`config.mk`:
```
export PLATFORM = sky130hd
export DESIGN_NAME = des_display_pager
export DESIGN_NICKNAME = d
export VERILOG_FILES = /design/src/rtl/des_display_pager.sv
export SDC_FILE = /design/constraint.sdc
export NUM_CORES = 1
export LEC_CHECK = 0
export ABC_AREA = 1
export CAP_MARGIN = 10
export CORE_MARGIN = 2
export CORE_UTILIZATION = 53
export DETAILED_ROUTE_END_ITERATION = 8
export HOLD_SLACK_MARGIN = 0.15
export PLACE_DENSITY = 0.85
export SLEW_MARGIN = 20
export SYNTH_ARGS = -nofsm -noshare
export SYNTH_HDL_FRONTEND = slang
export SYNTH_SLANG_ARGS = --single-unit
```
`constraint.sdc`:
```
create_clock -name clk -period 4 [get_ports clk]
set_clock_uncertainty 0.1 [all_clocks]
set_input_delay 1.2 -clock clk [delete_from_list [all_inputs] [get_ports clk]]
set_output_delay 1.2 -clock clk [all_outputs]
set_load 0.1 [all_outputs]
```
`src/rtl/des_display_pager.sv`:
```
// des_display_pager
// Holds a 64-bit DES result and pages it onto a four-digit hex display,
// 16 bits at a time. Page selection comes from next/prev button edges or
// from a timed auto-scroll that shows each page for PAGE_TICKS cycles.
module des_display_pager #(
  parameter int PAGE_TICKS = 50_000_000,
  parameter int CNT_W      = 26
) (
  input  logic        clk,
  input  logic        rst,
  input  logic [63:0] data_in,
  input  logic        load,
  input  logic        clr,
  input  logic        btn_next,
  input  logic        btn_prev,
  input  logic        auto_en,
  output logic [15:0] disp_val,
  output logic [1:0]  page_idx,
  output logic        loaded
);

  localparam logic [1:0] IDLE   = 2'd0;
  localparam logic [1:0] MANUAL = 2'd1;
  localparam logic [1:0] AUTO   = 2'd2;

  localparam logic [CNT_W-1:0] TICK_LAST = CNT_W'(PAGE_TICKS - 1);

  logic [1:0]       state_q, state_d;
  logic [63:0]      data_q, data_d;
  logic [1:0]       page_q, page_d;
  logic [CNT_W-1:0] timer_q, timer_d;
  logic             btnNext_q, btnPrev_q;

  logic nextEdge, prevEdge, pressNext, pressPrev;

  // A press is a rising edge against last cycle's sample; simultaneous
  // edges on both buttons cancel and count as no press at all.
  always_comb begin
    nextEdge  = btn_next & ~btnNext_q;
    prevEdge  = btn_prev & ~btnPrev_q;
    pressNext = nextEdge & ~prevEdge;
    pressPrev = prevEdge & ~nextEdge;
  end

  // Next-state logic, priority clr > load > button press > auto tick.
  always_comb begin
    state_d = state_q;
    data_d  = data_q;
    page_d  = page_q;
    timer_d = timer_q;
    if (clr) begin
      state_d = IDLE;
      data_d  = 64'd0;
      page_d  = 2'd0;
      timer_d = '0;
    end else if (load) begin
      data_d  = data_in;
      page_d  = 2'd0;
      timer_d = '0;
      state_d = auto_en ? AUTO : MANUAL;
    end else begin
      case (state_q)
        MANUAL: begin
          timer_d = '0;
          if (pressNext) begin
            page_d = page_q + 2'd1;
          end else if (pressPrev) begin
            page_d = page_q - 2'd1;
          end
          if (auto_en) begin
            state_d = AUTO;
          end
        end
        AUTO: begin
          if (pressNext) begin
            page_d  = page_q + 2'd1;
            timer_d = '0;
          end else if (pressPrev) begin
            page_d  = page_q - 2'd1;
            timer_d = '0;
          end else if (timer_q == TICK_LAST) begin
            page_d  = page_q + 2'd1;
            timer_d = '0;
          end else begin
            timer_d = timer_q + 1'b1;
          end
          if (!auto_en) begin
            state_d = MANUAL;
            timer_d = '0;
          end
        end
        default: begin
          state_d = IDLE;
          data_d  = 64'd0;
          page_d  = 2'd0;
          timer_d = '0;
        end
      endcase
    end
  end

  // State registers; button samples reset low so a button held through
  // reset release is not seen as a press.
  always_ff @(posedge clk or posedge rst) begin
    if (rst) begin
      state_q   <= IDLE;
      data_q    <= 64'd0;
      page_q    <= 2'd0;
      timer_q   <= '0;
      btnNext_q <= 1'b0;
      btnPrev_q <= 1'b0;
    end else begin
      state_q   <= state_d;
      data_q    <= data_d;
      page_q    <= page_d;
      timer_q   <= timer_d;
      btnNext_q <= btn_next;
      btnPrev_q <= btn_prev;
    end
  end

  // Display mux straight from registers so a page change shows at once.
  always_comb begin
    case (page_q)
      2'd0:    disp_val = data_q[63:48];
      2'd1:    disp_val = data_q[47:32];
      2'd2:    disp_val = data_q[31:16];
      default: disp_val = data_q[15:0];
    endcase
  end

  assign page_idx = page_q;
  assign loaded   = (state_q != IDLE);

endmodule

```
# Yosys cells after proc, flatten, opt, wreduce, memory -nomap -nowiden
# Index checks and enable logic that the tools add are counted.
# totals
ff_bits,96
# classes
n_addsub,3
eq_ne,10
n_mux,25
bitwise,8
reduce_logical,5
# op_table
cell,count
two-way mux 64 bit,3
two-way mux 26 bit,7
case mux 16 bit (3 select lines),1
adder 26 x 1 -> 26 bit (second input constant),1
equality test 26 bit (second input constant),1
two-way mux 2 bit,12
!= test 4 bit (second input constant),2
case mux 2 bit (2 select lines),2
!= test 6 bit (second input constant),1
!= test 5 bit (second input constant),1
bitwise AND 1 bit,4
equality test 2 x 1 -> 1 bit (second input constant),2
equality test 2 bit (second input constant),2
inverter 1 bit,4
AND reduction 2 bit,2
!= test 3 x 1 -> 1 bit (second input constant),1
adder 2 x 1 -> 2 bit (second input constant),1
logical NOT 2 bit,1
nonzero test 2 bit,1
OR reduction 2 bit,1
subtractor 2 x 1 -> 2 bit (second input constant),1

# Depth between registers and ports, before layout
# logic_depth
ltp_word,10
mapped_depth,10

# Worst setup path after synthesis
# No wires, ideal clock.
# synth_timing
path_kind,register to output
startpoint,register page_q[0] (netlist: page_idx[0])
endpoint,output disp_val[10]
arrival_time_ns,3.857
required_time_ns,2.700
slack_ns,-1.157
path_stages_with_launch,7
n_path_buf,1
path_cell_list,dfrtp_1 -> ha_1 -> inv_1 -> clkbuf_1 -> o22ai_1 -> a21oi_1 -> o21ai_0
# synth_between
elab_chain_len,2
word_cells_on_any_way,4
# synth_rtl
element,line,rtl
"start, declared",30,"logic [1:0] page_q, page_d;"
"start signal, assigned",115,page_q <= page_d;
equality test 2 bit (tied with other cells),124,case (page_q)
case mux 16 bit (3 select lines) (*),124,
"end, declared",17,"output logic [15:0] disp_val,"
# Mark *: on every way between the ends. The rest lies on a longest branch, timed or not.

# Final worst setup path
# layout_timing
startpoint,register page_q[0] (netlist: page_idx[0])
endpoint,output disp_val[6]
# The elaborated chain is that of the path after synthesis.

==> flow_metrics.env <==
export IMPL_nNetsFinal=803
export IMPL_synth_top_area_share_pct=48.0
export IMPL_vias=4695
export IMPL_dp_hpwl_um=9680
export IMPL_dieHeight_um=101
export IMPL_r2r_end="page_idx[0]$_DFFE_PP0P_"
export IMPL_p_total_mw=2.00
export IMPL_postSynthNetCount=729
export IMPL_cpLargestDelayFamily="buffers and inverters"
export IMPL_antenna_found_initial=0
export IMPL_port_buffers=89
export IMPL_fmax_mhz=284
export IMPL_drcViolationCount=0
export IMPL_multi_input_area_mm2=0.00222
export IMPL_ioPinCount=90
export IMPL_slew_violations=0
export IMPL_cts_made_buffers=9
export IMPL_start_util_pct=54.4
export IMPL_layout_min_cycle_time_ns=3.52
export IMPL_ir_drop_v=0.000178
export IMPL_area_growth_pct=26.9
export IMPL_netlist_top_cells_area="dfrtp_1, nand3_1, nand2_1"
export IMPL_finalHoldViolCount=0
export IMPL_clk_latency_ns=0.36
export IMPL_track_usage_pct=26.9
export IMPL_r2r_slack_ns=2.07
export IMPL_drtAntennaViolNets=0
export IMPL_postSynthAreaPerCell_um2=7.73
export IMPL_grt_max_degree=68
export IMPL_power_leakage_nw=2.79
export IMPL_n_fill_cell=742
export IMPL_drive_gt1_share_pct=9.09
export IMPL_min_path_type="flip-flop to flip-flop"
export IMPL_path_buf_inv=3
export IMPL_placed_area_mm2=0.00616
export IMPL_seq_area_mm2=0.00240
export IMPL_worstHoldStart="data_q[49]$_DFFE_PP0P_"
export IMPL_yosysSeqAreaShare_pct=48.0
export IMPL_ctsHtreeMaxLevel=3
export IMPL_synth_seq_cells=96
export IMPL_final_cell_mix="nand2_1, nand3_1, dfrtp_1, inv_1, nor2_1"
export IMPL_root_buffer="clkbuf_8"
export IMPL_final_area_mm2=0.00635
export IMPL_grt_pass1_vias=4461
export IMPL_post_cts_setup_buffers=0
export IMPL_hold_end="data_q[49]$_DFFE_PP0P_"
export IMPL_worstMarginPinSlew_ns=0.800
export IMPL_slew_headroom_pct=46.6
export IMPL_outcome="finished clean"
export IMPL_via_per_inst=5.61
export IMPL_worstSetupPathType="flip-flop to output pin"
export IMPL_die_w_um=101
export IMPL_cts_tree="done"
export IMPL_cts_resized=0
export IMPL_place_congestion=0.991
export IMPL_max_cap_violations=0
export IMPL_wire_per_inst_um=15.9
export IMPL_drtIter0Drc=429
export IMPL_utilization_pct=69.0
export IMPL_grt_pass1_wl_um=21400
export IMPL_coreArea_mm2=0.00920
export IMPL_end_kind="output pin"
export IMPL_num_antenna_cells=0
export IMPL_cp_arrival_ns=2.22
export IMPL_reg2reg_depth=8
export IMPL_yosysTopAreaCell="dfrtp_1"
export IMPL_grt_remaining_overflow=0
export IMPL_critPathMaxFanout=16
export IMPL_clk_pin_slew_ns=0.09
export IMPL_power_density_mw_per_mm2=316
export IMPL_slowest_stage="dfrtp_1"
export IMPL_clockBufferDepth=2
export IMPL_setup_viol=0
export IMPL_dieArea_mm2=0.0102
export IMPL_crit_required_ns=2.70
export IMPL_critical_path_max_stage_delay_ns=0.45
export IMPL_r2r_start="state_q[0]$_DFFE_PP0P_"
export IMPL_yosysWarnings=0
export IMPL_worst_path_most_repeated_cell="inv_1"
export IMPL_whs_path_depth=2
export IMPL_rsz0062_at_grt="no"
export IMPL_first_pass_iters=5
export IMPL_post_route_period_util_pct=88.0
export IMPL_rows=35
export IMPL_tns_ns=0
export IMPL_setup_worst_path_start_class="flip-flop"
export IMPL_ys_types=27
export IMPL_path_cells="inv_1 > ha_1 > inv_1 > o22ai_1 > a21oi_1 > o21ai_1 > buf_12"
export IMPL_syn_cell_area_mm2=0.00500
export IMPL_final_common_cell="nand2_1"
export IMPL_clock_sinks=96
export IMPL_wl_um=13300
export IMPL_cts_hold_buf=0
export IMPL_whs_ns=0.409
export IMPL_synth_cells=647
flip-flops by register name (all words and copies together) (netlist names):
signal and cells:
state_q 2, timer_q 26, btnPrev_q 1, data_q 64, btnNext_q 1, page_idx 2
through the flow:
step           setup slack [ns]  std cells
2_1_floorplan            -0.191        647
3_3_place_gp              0.969        821
3_5_place_dp              0.860        821
4_1_cts                   0.526        837
5_1_grt                   0.340        837
6_report                  0.480        837
layer usage:
metal	wire length (um)	vias up	global-route usage [%]
met5	0	-	0
met4	200	0	9.46
met3	1060	18	5.18
met2	6240	226	40.1
met1	5760	2196	39.5
li1	-	2255	-
cell usage after synthesis:
library cell and n:
buf_6 1, nand4_1 3, buf_2 2, o21ai_0 51, nand3_1 116, nand2_1 123
nor3_1 1, xor2_1 7, a211oi_1 3, nor3b_1 1, and3b_1 1, nor2_2 2
o2111ai_1 1, a31oi_1 1, nand2_2 1, nor2_1 73, nor2_4 4, buf_1 7
a21oi_1 21, dfrtp_1 96, inv_6 1, inv_1 73, o22ai_1 16, xnor2_1 6
ha_1 11, nand3_2 1, clkbuf_1 24
final cells by class:
type | count | area share, %
sequential | 96 | 37.8
multi-input combinational | 443 | 35.0
timing repair buffer | 97 | 17.5
inverter | 74 | 4.47
tap | 111 | 2.19
clock buffer | 10 | 2.17
clock inverter | 6 | 0.808
report_power, final:
part	switching, mW	total, mW	internal (mW)
clock network	0.359	0.610	0.251
registers	0.0158	1.02	1.00
logic	0.233	0.373	0.141
worst register-to-register path: stages, from the launching register on:
cell and delay [ns]:
dfrtp_1 0.39, inv_1 0.09, ha_1 0.28, buf_4 0.32
nand2_1 0.10, buf_4 0.23, a211oi_1 0.23, nand2_1 0.08
nand2_1 0.06
cells by family (layout without fill, tap and decap cells):
kind of cell             count (synthesis)  count (layout)  synth area share [%]
AO/OA/AOI/OAI                           93              93                  9.96
XOR/XNOR                                13              13                  2.28
adder cells (fa/ha/maj)                 11              11                  2.75
buffers and inverters                  108             187                  8.40
flip-flops                              96              96                  48.0
AND/OR/NAND/NOR                        326             326                  28.6
how the worst max path moves through the flow:
stage,start,endpoint,depth (start not counted)
2_1_floorplan,page_idx[0]$_DFFE_PP0P_,disp_val[0],5
3_3_place_gp,page_idx[0]$_DFFE_PP0P_,disp_val[7],7
3_5_place_dp,btn_prev,timer_q[7]$_DFF_PP0_,10
4_1_cts,page_idx[0]$_DFFE_PP0P_,disp_val[3],7
5_1_grt,page_idx[0]$_DFFE_PP0P_,disp_val[9],7
6_report,page_idx[0]$_DFFE_PP0P_,disp_val[6],7
Power figures use the tool's default switching activity.
